<file path="config.mk">
export PLATFORM = sky130hd
export DESIGN_NAME = mem_access
export DESIGN_NICKNAME = d
export VERILOG_FILES = /design/src/rtl/mem_access.sv
export SDC_FILE = /design/constraint.sdc
export NUM_CORES = 1
export LEC_CHECK = 0
export CAP_MARGIN = 20
export CORE_AREA = 3 3 197 199
export CTS_CLUSTER_DIAMETER = 200
export CTS_CLUSTER_SIZE = 8
export DETAILED_ROUTE_END_ITERATION = 7
export DIE_AREA = 0 0 200 202
export GPL_ROUTABILITY_DRIVEN = 0
export PLACE_DENSITY = 0.56
export SLEW_MARGIN = 20
export SYNTH_ARGS = -nofsm -noshare
export SYNTH_HDL_FRONTEND = slang
export SYNTH_SLANG_ARGS = --single-unit
</file>
<file path="constraint.sdc">
create_clock -name clk -period 3.8 [get_ports clk]
set_input_delay 0.76 -clock clk [delete_from_list [all_inputs] [get_ports clk]]
set_output_delay 0.76 -clock clk [all_outputs]
set_load 0.02 [all_outputs]
</file>
<file path="src/rtl/mem_access.sv">
// mem_access: RV32I memory stage. Latches the alu slot, performs load/store
// on a single-beat req/ack bus, extends load data, and drives writeback
// and the forwarding bus back into alu.
// Optional feature macro: MEM_MISALIGN_TRAP_EN (misaligned accesses skip the
// bus and complete with value 0; adds m_misalign_o).
// Parameter: TIMEOUT_CYCLES - BUSY cycles allowed before abort, 0 = never.
// Ports:
//   clk, rst_n               clock, async active-low reset
//   stall_i, flush_i         hold / clear pipeline registers
//   a_*_i                    slot from alu (pc, inst, valid, rd, value, mem ctrl)
//   mem_req/we/addr/strb/wdata_o, mem_ack_i, mem_rdata_i   data bus
//   mem_stall_o              access pending (combinational)
//   mem_bus_err_o            one-cycle pulse on timeout abort
//   m_*_o                    writeback slot
//   fwd_m_*_o                forwarding bus to alu
module mem_access #(
   parameter int unsigned TIMEOUT_CYCLES = 64
) (
   input  logic        clk,
   input  logic        rst_n,
   input  logic        stall_i,
   input  logic        flush_i,
   input  logic [31:0] a_pc_i,
   input  logic [31:0] a_inst_i,
   input  logic        a_valid_i,
   input  logic [4:0]  a_reg_d_i,
   input  logic [31:0] a_reg_d_v_i,
   input  logic        a_mem_re_i,
   input  logic        a_mem_we_i,
   input  logic [31:0] a_mem_addr_i,
   input  logic [3:0]  a_mem_strb_i,
   input  logic [31:0] a_mem_wdata_i,
   output logic        mem_req_o,
   output logic        mem_we_o,
   output logic [31:0] mem_addr_o,
   output logic [3:0]  mem_strb_o,
   output logic [31:0] mem_wdata_o,
   input  logic        mem_ack_i,
   input  logic [31:0] mem_rdata_i,
   output logic        mem_stall_o,
   output logic        mem_bus_err_o,
   output logic [31:0] m_pc_o,
   output logic [31:0] m_inst_o,
   output logic        m_valid_o,
   output logic [4:0]  m_reg_d_o,
   output logic [31:0] m_reg_d_v_o,
   output logic        fwd_m_valid_o,
   output logic [4:0]  fwd_m_reg_d_o,
   output logic [31:0] fwd_m_reg_d_v_o
`ifdef MEM_MISALIGN_TRAP_EN
   ,
   output logic        m_misalign_o
`endif
);

   localparam int unsigned CNT_W = (TIMEOUT_CYCLES > 1) ? $clog2(TIMEOUT_CYCLES + 1) : 1;

   typedef enum logic [1:0] {IDLE, BUSY, DONE} state_e;

   state_e             state_q, state_d;
   logic [CNT_W-1:0]   cnt_q, cnt_d;
   logic [31:0]        rdata_q, rdata_d;
   logic               err_q, err_d;
   logic               bus_we_q, bus_we_d;
   logic [31:0]        bus_addr_q, bus_addr_d;
   logic [3:0]         bus_strb_q, bus_strb_d;
   logic [31:0]        bus_wdata_q, bus_wdata_d;

   logic               valid_q, re_q, we_q, mis_q;
   logic [31:0]        pc_q, inst_q, rdv_q, addr_q;
   logic [4:0]         rd_q;

   logic               busy_c, cap_c, acc_c, mis_c, slot_free_c, start_c, trap_c, tmo_c;
   logic [31:0]        rdata_c, shifted_c, load_c;

   assign busy_c      = (state_q == BUSY);
   assign cap_c       = !flush_i && !stall_i;
   assign acc_c       = a_valid_i && (a_mem_re_i || a_mem_we_i);
   // a new access may only claim the bus once the current one is acknowledged
   assign slot_free_c = !busy_c || mem_ack_i;

`ifdef MEM_MISALIGN_TRAP_EN
   // halfword: addr[0] set; word: any low address bit set
   assign mis_c = acc_c &&
                  (((a_inst_i[13:12] == 2'b01) && a_mem_addr_i[0]) ||
                   ((a_inst_i[13:12] == 2'b10) && (a_mem_addr_i[1:0] != 2'b00)));
`else
   assign mis_c = 1'b0;
`endif

   assign start_c = cap_c && acc_c && !mis_c && slot_free_c;
   assign trap_c  = cap_c && mis_c && slot_free_c;
   assign tmo_c   = busy_c && !mem_ack_i && (TIMEOUT_CYCLES != 0) &&
                    (cnt_q == CNT_W'(TIMEOUT_CYCLES - 1));

   // FSM state and bus-side registers
   always_ff @(posedge clk or negedge rst_n) begin
      if (!rst_n) begin
         state_q     <= IDLE;
         cnt_q       <= '0;
         rdata_q     <= '0;
         err_q       <= 1'b0;
         bus_we_q    <= 1'b0;
         bus_addr_q  <= '0;
         bus_strb_q  <= '0;
         bus_wdata_q <= '0;
      end else begin
         state_q     <= state_d;
         cnt_q       <= cnt_d;
         rdata_q     <= rdata_d;
         err_q       <= err_d;
         bus_we_q    <= bus_we_d;
         bus_addr_q  <= bus_addr_d;
         bus_strb_q  <= bus_strb_d;
         bus_wdata_q <= bus_wdata_d;
      end
   end

   // next state, timeout counter, read-data latch
   always_comb begin
      state_d     = state_q;
      cnt_d       = cnt_q;
      rdata_d     = rdata_q;
      err_d       = 1'b0;
      bus_we_d    = bus_we_q;
      bus_addr_d  = bus_addr_q;
      bus_strb_d  = bus_strb_q;
      bus_wdata_d = bus_wdata_q;
      case (state_q)
         IDLE: begin
            if (start_c)     state_d = BUSY;
            else if (trap_c) state_d = DONE;
         end
         BUSY: begin
            if (mem_ack_i) begin
               rdata_d = mem_rdata_i;
               if (start_c)                 state_d = BUSY;
               else if (trap_c)             state_d = DONE;
               else if (cap_c || flush_i)   state_d = IDLE;
               else                         state_d = DONE;
            end else if (tmo_c) begin
               rdata_d = '0;
               err_d   = 1'b1;
               state_d = DONE;
            end else begin
               cnt_d = cnt_q + CNT_W'(1);
            end
         end
         DONE: begin
            if (start_c)                 state_d = BUSY;
            else if (trap_c)             state_d = DONE;
            else if (cap_c || flush_i)   state_d = IDLE;
         end
         default: state_d = IDLE;
      endcase
      if (start_c) begin
         cnt_d       = '0;
         bus_we_d    = a_mem_we_i;
         bus_addr_d  = {a_mem_addr_i[31:2], 2'b00};
         bus_strb_d  = a_mem_we_i ? a_mem_strb_i : 4'hF;
         bus_wdata_d = a_mem_wdata_i;
      end
      if (trap_c) rdata_d = '0;
   end

   // pipeline slot registers
   always_ff @(posedge clk or negedge rst_n) begin
      if (!rst_n) begin
         valid_q <= 1'b0; re_q <= 1'b0; we_q <= 1'b0; mis_q <= 1'b0;
         pc_q <= '0; inst_q <= '0; rdv_q <= '0; addr_q <= '0; rd_q <= '0;
      end else if (flush_i) begin
         valid_q <= 1'b0; re_q <= 1'b0; we_q <= 1'b0; mis_q <= 1'b0;
         pc_q <= '0; inst_q <= '0; rdv_q <= '0; addr_q <= '0; rd_q <= '0;
      end else if (!stall_i) begin
         valid_q <= a_valid_i;
         re_q    <= a_mem_re_i;
         we_q    <= a_mem_we_i;
         mis_q   <= mis_c;
         pc_q    <= a_pc_i;
         inst_q  <= a_inst_i;
         rdv_q   <= a_reg_d_v_i;
         addr_q  <= a_mem_addr_i;
         rd_q    <= a_reg_d_i;
      end
   end

   // load data: live bus data on the ack cycle, latched copy afterwards
   assign rdata_c   = (busy_c && mem_ack_i) ? mem_rdata_i : rdata_q;
   assign shifted_c = rdata_c >> {addr_q[1:0], 3'b000};

   always_comb begin
      load_c = rdata_c;
      case (inst_q[14:12])
         3'b000:  load_c = {{24{shifted_c[7]}}, shifted_c[7:0]};
         3'b001:  load_c = {{16{shifted_c[15]}}, shifted_c[15:0]};
         3'b100:  load_c = {24'h0, shifted_c[7:0]};
         3'b101:  load_c = {16'h0, shifted_c[15:0]};
         default: load_c = rdata_c;
      endcase
   end

   assign mem_req_o       = busy_c;
   assign mem_we_o        = bus_we_q;
   assign mem_addr_o      = bus_addr_q;
   assign mem_strb_o      = bus_strb_q;
   assign mem_wdata_o     = bus_wdata_q;
   assign mem_stall_o     = busy_c && !mem_ack_i;
   assign mem_bus_err_o   = err_q;

   assign m_pc_o          = pc_q;
   assign m_inst_o        = inst_q;
   assign m_valid_o       = valid_q &&
                            (!(re_q || we_q) || (state_q == DONE) || (busy_c && mem_ack_i));
   assign m_reg_d_o       = rd_q;
   assign m_reg_d_v_o     = re_q ? load_c : rdv_q;

   assign fwd_m_valid_o   = m_valid_o && (rd_q != 5'd0) && !we_q;
   assign fwd_m_reg_d_o   = rd_q;
   assign fwd_m_reg_d_v_o = m_reg_d_v_o;

`ifdef MEM_MISALIGN_TRAP_EN
   assign m_misalign_o    = valid_q && mis_q;
`endif

endmodule

</file>
Word level (Yosys, flattened, before mapping):

Index checks and enable logic that the tools add are counted.

* bits in registers: 215
* word-level logic and storage cells: 97

* shifts and indexed selects: 1
* equal/unequal tests: 12
* reductions and logical operators: 30
* mux-type cells: 37
* add/subtract/negate cells: 1

Operators with widths (count)
* 32-bit 2-to-1 mux: 10
* 32-bit one-hot mux with 4 select lines: 1
* 32-bit by 5-bit >> shifter with 16-bit output: 1
* 7-bit 2-to-1 mux: 4
* 2-bit 2-to-1 mux: 9
* 1-bit logical AND: 10
* 5-bit 2-to-1 mux: 2
* 1-bit 2-to-1 mux: 9
* 7-bit by 1-bit adder with 7-bit output (second input constant): 1
* 7-bit by 6-bit equality test with 1-bit output (second input constant): 1
* 3-bit equality test (second input constant): 2
* 1-bit zero test: 6
* 1-bit logical OR: 6
* 2-bit one-hot mux with 3 select lines: 1
* 3-bit AND reduction: 2
* 5-bit nonzero test: 1
* 4-bit 2-to-1 mux: 1
* 2-bit by 1-bit inequality test with 1-bit output (second input constant): 2
* 2-bit inequality test (second input constant): 2
* 2-bit nonzero test: 2
* 3-bit by 1-bit equality test with 1-bit output (second input constant): 1
* 3-bit zero test: 1
* 3-bit by 2-bit inequality test with 1-bit output (second input constant): 1
* 3-bit inequality test (second input constant): 1
* other kinds (4): 4

Depth between registers and ports, before layout:

Gate-level depths: netlist of the first run.

* depth after elaboration: 7
* depth in mapped cells: 9

Worst setup path before layout of the first run:

OpenSTA, ideal clock, no wires.

* path type: input to output
* start point: in mem_ack_i
* end point: out m_reg_d_v_o[10]
* path slack: 478 ps
* arrival time: 2562 ps
* cell stages on the path: 6
* buffers on the path: 1
* path through: and3b_1 -> mux2_2 -> nor4_2 -> o21ai_1 -> a31oi_1 -> buf_4

* longest elaborated chain between the ends: 5

Ends and longest elaborated chain
* start: declaration: RTL line 38 `input logic mem_ack_i,`
* 1-bit logical AND (*): RTL line 188 `assign rdata_c = (busy_c && mem_ack_i) ? mem_rdata_i : rdata_q;`
* 32-bit 2-to-1 mux (*): RTL line 188
* 32-bit by 5-bit >> shifter with 16-bit output: RTL line 189 `assign shifted_c = rdata_c >> {addr_q[1:0], 3'b000};`
* 32-bit one-hot mux with 4 select lines (*): RTL line 193 `case (inst_q[14:12])`
* 32-bit 2-to-1 mux (*): RTL line 215 `assign m_reg_d_v_o = re_q ? load_c : rdv_q;`
* end: declaration: RTL line 46 `output logic [31:0] m_reg_d_v_o,`

Mark *: on every way between the ends. The rest lies on a longest branch, timed or not.

Worst setup path in the final report of the first run:

* start point: in mem_rdata_i[31]
* end point: out m_reg_d_v_o[17]

* longest elaborated chain between the ends: 4

Ends and longest elaborated chain
* start: declaration: RTL line 39 `input logic [31:0] mem_rdata_i,`
* 32-bit 2-to-1 mux: RTL line 188
* 32-bit by 5-bit >> shifter with 16-bit output: RTL line 189
* 32-bit one-hot mux with 4 select lines: RTL line 193
* 32-bit 2-to-1 mux: RTL line 215

No other way between the ends.

==> summary.txt, run 1 <==
storage element area: 0.00538 sq mm
row count: 71
Seq pwr share: 0.385
Slew @ Worst Pin: 0.910 ns
Post-Synth XOR/XNOR Area: 0.00351
EDFF count, synth: 0
Design Area, Final: 0.0155 sq mm
outcome: complete, no violations
Vias: 8061
1st-iter DRT viols: 336
Num CTS Buffers: 30
max_cap viols: 0
global-route wire length before repair: 53300 um
RR Startpoint: cnt_q[0]$_DFFE_PN0P_
Combinational Power Share: 0.297
Rel. slew slack: 0.393
CTS tree: built
area share of the largest cell type after synthesis: 0.538
yosys warns: 0
crit-path cells: clkdlybuf4s50_1 > mux4_2 > o2bb2ai_2 > o311ai_4 > buf_4 > o221ai_1 > buf_4 > clkdlybuf4s15_2
total global-route track usage: 0.171
Antenna Nets Post-Route: 0
Buf/Inv on CP: 4
pwr dens: 484 mW/mm^2
Slew Limit Fails: 0
critical path's slowest cell: mux4_2
post-synth cell types: 46
required time worst endpoint: 3.04 ns
I/O pin cnt: 421
main combinational cell family by area after synthesis: multiplexers
Synth Cell Area: 0.00999 sq mm
vias in the first global route: 8715
clock root buffer: clkbuf_16
CP Launch Type: input port
sw power: 0.00228 W
final hold vios: 0
CTS sink cnt: 215
cell taking the most area after synthesis: dfrtp_1
Avg Inst Size Synth: 11.9 sq um
clock skew: 0.00969 ns
Routed WL per cell: 20.1 um
H-tree depth: 1
Yosys reg bits: 215
register area share after synthesis: 0.538
largest net degree at the start of global routing: 108
NumNets Final: 1458
multiplexer area fraction after synthesis: 0.225
Post-Synth Adder-Cell Area: 0.00125
Hold-fix buffers, CTS: 0
Crit path max-delay family: buffers and inverters
Most Frequent Cell on Critical Path: buf_4
Die Area: 0.0404 sq mm
HP Class: in2async
min cycle time layout: 3.73 ns
Clock power frac: 0.318
leak pwr: 7.09 nW
hpwl dp: 25800 um
Worst Setup SP: mem_rdata_i[31]
gr ovfl total: 0
Final Cycle Share: 0.983
critical path peak fanout: 3
Sw Ratio: 0.304
Core Area: 0.0374 sq mm
DR pass1 iterations: 4
DR vias/cell: 4.58
DRT Wirelength: 35500 um
Crit path depth: 8
compound-gate portion of the synthesized area: 0.0868
chip width: 200 um
Reg2Reg Depth: 7
ys flop type: dfrtp_1
filler cell count: 3649
CP max stage delay: 0.52 ns
Setup CP Type: in2out
commonest cells in the synthesized netlist: dfrtp_1, nor2_1, mux2i_1
Area Overhead vs Synth: 54.8%
placed cell areas: 0.0147 sq mm
CP endpoint kind: output pin
WP data arrival: 2.97 ns
Die Y: 202 um
DRC viols: 0
FMAX: 268 MHz
pre-CTS WS: -0.462 ns
Worst-path clk slew: 0.05 ns
clk buf depth: 3
initial antenna violation count: 3
peak supply drop: 0.350 mV
count leader, synth: dfrtp_1
share of layout cells above drive strength 1: 0.157
simple-gate share of the synthesized area: 0.0828
Internal: 0.00521 W
setup slack after layout: 0.0657 ns
I/O Buffers: 418
Multi-input gate area: 0.00407 sq mm
Initial Util: 0.267
Synth area leaders: dfrtp_1, mux2i_1, mux2_2, nor2_1, buf_4
Final setup viols: 0
Post-synth ARST share: 1.00
worst skew pair latency: 0.55 ns
Post-Syn Instances: 843
==> layout by cell type, fill, tap and decap left out, types with 9 or more instances in the layout <==
master,count
a22o_1,32
a21oi_1,14
mux2_2,51
nand2b_1,9
dlygate4sd2_1,19
o221ai_1,13
o221ai_2,10
nor2_1,140
dfrtp_1,213
inv_1,25
a31oi_1,11
clkdlybuf4s50_1,360
buf_4,40
nand2_1,21
clkbuf_16,31
buf_2,22
mux2i_1,129
mux2_1,13
==> worst reg2reg max path: cells and delay by family (launching register included) <==
kind,cells,cell delay (ns)
fa+ha+maj,1,0.20
buf+inv,1,0.26
flops,1,0.38
simple gates,3,0.59
compound gates,2,0.32
==> area by class of cell <==
type                    instances  share of cell area
inverters                      26             0.00647
multi-input cells             510               0.263
flip-flops and latches        215               0.348
clock buffers                  33              0.0506
repair buffers                465               0.290
diodes                          1            0.000162
well taps                     511              0.0413
==> power by group through the flow <==
| stage | Clock, W | Sequential, W | Combinational (W) |
|---|---|---|---|
| 2_1_floorplan | 0 | 0.00312 | 0.000863 |
| 6_report | 0.00238 | 0.00288 | 0.00223 |
| 5_1_grt | 0.00257 | 0.00293 | 0.00238 |
| 3_5_place_dp | 0 | 0.00291 | 0.00227 |
| 3_3_place_gp | 0 | 0.00290 | 0.00227 |
| 4_1_cts | 0.00248 | 0.00288 | 0.00226 |
==> registers in the layout, summed over array words and instances, names as in the netlist <==
signal / count
m_inst_o: 32
m_pc_o: 32
mem_wdata_o: 32
rdata_q: 32
rdv_q: 32
mem_addr_o: 30
cnt_q: 7
fwd_m_reg_d_o: 5
mem_strb_o: 4
addr_q: 2
state_q: 2
mem_bus_err_o: 1
mem_we_o: 1
re_q: 1
valid_q: 1
we_q: 1
==> routing by layer <==
metal  global-route usage  routed length (um)
met5                    0                  11
met4               0.0476                 741
met3               0.0595                3490
met2                0.288               17300
met1                0.207               13900
==> stage by stage <==
stage	cells	hold slack [ns]	setup TNS [ns]	power (W)	utilization
CTS	1758	0.202	0	0.00762	0.413
global route	1760	0.221	-0.0141	0.00788	0.413
detailed placement	1724	0.475	-21.61	0.00518	0.393
global placement	1724	0.470	-20.06	0.00517	0.393
floorplan	844	0.464	0	0.00399	-
finish	1761	0.184	0	0.00749	0.414
==> final timing paths <==
| check | to | slack (ns) |
|---|---|---|
| setup / recovery | m_reg_d_v_o[17] | 0.07 |
| hold / removal | rdata_q[3]$_DFFE_PN0P_ | 0.18 |
| setup reg to reg | rdata_q[9]$_DFFE_PN0P_ | 1.96 |
| hold reg to reg | mem_wdata_o[3]$_DFFE_PN0N_ | 0.48 |
| max in group asynchronous | m_pc_o[17]$_DFFE_PN0P_ | 2.69 |
| min in group clk | mem_wdata_o[3]$_DFFE_PN0N_ | 0.48 |
==> cells by family after synthesis <==
logic type | after synthesis
DFF | 215
AOI/OAI and AO/OA | 104
xor gates and xnor gates | 4
adders and majority gates | 1
and+or+nand+nor | 192
other | 1
muxes | 207
buffers and inverters | 119
==> repair_timing <==
action	in CTS	in global routing
setup buffers	1	2
pin swaps	1	0
resized for setup	128	27
setup endpoints to repair	65	37
No activity file was read; power rests on OpenSTA's default activity.
==> run 2: changes to the inputs <==
- DONT_BUFFER_PORTS: unset -> 1
- PLACE_DENSITY: 0.56 -> 0.42
==> run 2 against run 1 <==
The run now ends with negative hold slack left; global-route usage is 2.0 points lower; worst setup slack better by 0.12 ns; count of clock-buffer cells in the layout unchanged; via count down 19%; fmax increased by 3.4%; clock skew shrank 0.00052 ns; cell area decreased by 27%; largest power group unchanged; highest routed layer unchanged.
==> summary.txt, run 2 (synthesized netlist as in run 1, its figures left out) <==
outcome: complete, but fails checks
failing checks: negative hold slack
vias in the first global route: 7149
Reg2Reg Depth: 5
crit-path cells: nand3b_4 > mux4_2 > o2bb2ai_2 > o311ai_4 > buf_6 > o221ai_1 > buf_4
peak supply drop: 0.386 mV
Power, Total: 0.00659 W
global-route wire length before repair: 46700 um
Final setup viols: 0
DR pass1 iterations: 4
initial antenna violation count: 4
max_cap viols: 0
number of diodes: 0
flop-to-flop setup slack: 1.48 ns
placed cell areas: 0.0106 sq mm
hpwl dp: 21800 um
Setup CP Type: reg2out
Slew @ Worst Pin: 0.853 ns
CTS sink cnt: 215
I/O Buffers: 0
1st-iter DRT viols: 198
Slew Limit Fails: 0
clock skew: 0.00917 ns
Crit path max-delay family: compound AO/OA/AOI/OAI gates
Crit path depth: 7
Clock power frac: 0.361
CP Launch Type: flop
Initial Util: 0.267
Internal: 0.00456 W
clk buf depth: 3
critical path peak fanout: 16
CP endpoint kind: output pin
Die Y: 202 um
sw power: 0.00203 W
clock root buffer: clkbuf_16
chip width: 200 um
Fin Hold WS: -0.0878 ns
TNS Setup: 0 ns
worst skew pair latency: 0.55 ns
setup slack after layout: 0.187 ns
Combinational Power Share: 0.152
NumNets Final: 1048
Die Area: 0.0404 sq mm
Num CTS Buffers: 30
pwr dens: 581 mW/mm^2
row count: 71
Sw Ratio: 0.308
commonest non-fill, non-tap cell in the layout: dfrtp_1
filler cell count: 3868
DRT Wirelength: 31300 um
I/O pin cnt: 421
Design Area, Final: 0.0114 sq mm
FMAX: 277 MHz
CP max stage delay: 0.54 ns
Antenna Nets Post-Route: 0
Routed WL per cell: 23.2 um
Rel. slew slack: 0.430
largest net degree at the start of global routing: 216
Buf/Inv on CP: 2
Area Overhead vs Synth: 13.6%
pre-CTS WS: 0.240 ns
worst r2r dst: mem_addr_o[7]$_DFFE_PN0N_
share of layout cells above drive strength 1: 0.199
CTS tree: built
total global-route track usage: 0.151
Worst-path clk slew: 0.05 ns
gr ovfl total: 0
RSZ-0062 raised after global routing: no
Vias: 6497
H-tree depth: 1
setup bufs post-CTS: 0
final hold vios: 120
Core Area: 0.0374 sq mm
Seq pwr share: 0.486
critical path's slowest cell: mux4_2
leak pwr: 5.34 nW
HP Class: in2async
leading cell types in the layout, fill and taps excluded: dfrtp_1, nor2_1, mux2i_1
RR Startpoint: state_q[0]$_DFFE_PN0P_
Final Cycle Share: 0.951
min cycle time layout: 3.61 ns
DR vias/cell: 4.81
WP data arrival: 2.85 ns
required time worst endpoint: 3.04 ns
DRC viols: 0
-- run 2: cell count changes in the layout (fill, tap and decap cells not counted), sizes merged --
cell,delta
clkbuf,-4
buf,-17
dlymetal6s2s,-8
clkdlybuf4s15,-2
diode,-1
clkdlybuf4s50,-360
dlygate4sd2,-19
-- run 2: worst max path at each step --
stage | start | to | slack, ns
after detailed placement | mem_ack_i | m_reg_d_v_o[11] | 0.24
after global placement | mem_ack_i | m_reg_d_v_o[8] | 0.33
after CTS | addr_q[1]$_DFFE_PN0P_ | fwd_m_reg_d_v_o[16] | 0.03
after global routing | addr_q[1]$_DFFE_PN0P_ | fwd_m_reg_d_v_o[16] | 0.03
after floorplan | mem_ack_i | m_reg_d_v_o[10] | 0.48
final | state_q[1]$_DFFE_PN0P_ | fwd_m_reg_d_v_o[16] | 0.19
-- run 2: per-layer routing --
layer	global-route usage	up-vias	share of wire
met5	0	-	0.0013
met4	0.0319	6	0.014
met3	0.0652	41	0.12
met2	0.258	312	0.49
met1	0.176	3241	0.37
li1	-	2897	-
-- run 2: worst reg2reg max path: cells and delay by family, from the launching register on --
kind | cells | cell delay [ns]
buffers and inverters | 2 | 0.55
muxes | 1 | 0.36
and+or+nand+nor | 2 | 0.85
DFF | 1 | 0.45
-- run 2: final cells by class --
cell class	count	area, sq um	area share
repair buffers	55	433	0.0381
flip-flops and latches	215	5380	0.474
multi-input cells	510	4020	0.354
inverters	26	97.6	0.00859
well taps	511	639	0.0563
clock buffers	33	783	0.0690
-- run 2: power by group through the flow --
| stage | clock, W | combinational (W) | sequential [W] |
|---|---|---|---|
| floorplan | 0 | 0.000863 | 0.00312 |
| global placement | 0 | 0.00101 | 0.00325 |
| detailed placement | 0 | 0.00102 | 0.00324 |
| CTS | 0.00248 | 0.00102 | 0.00322 |
| global route | 0.00258 | 0.00111 | 0.00326 |
| finish | 0.00238 | 0.00101 | 0.00321 |
-- run 2: timing repair --
action | in CTS | in global routing
hold endpoints to repair | 215 | 215
cloned | 0 | 0
resized for setup | 1 | 2
setup endpoints to repair | 16 | 16
pin swaps | 0 | 0
-- run 2: through the flow --
stage,instances,hold slack (ns),utilization
2_1_floorplan,844,0.464,-
3_3_place_gp,1317,0.472,0.282
3_5_place_dp,1317,0.471,0.282
4_1_cts,1350,-0.128,0.303
5_1_grt,1350,-0.128,0.304
6_report,1350,-0.0878,0.304
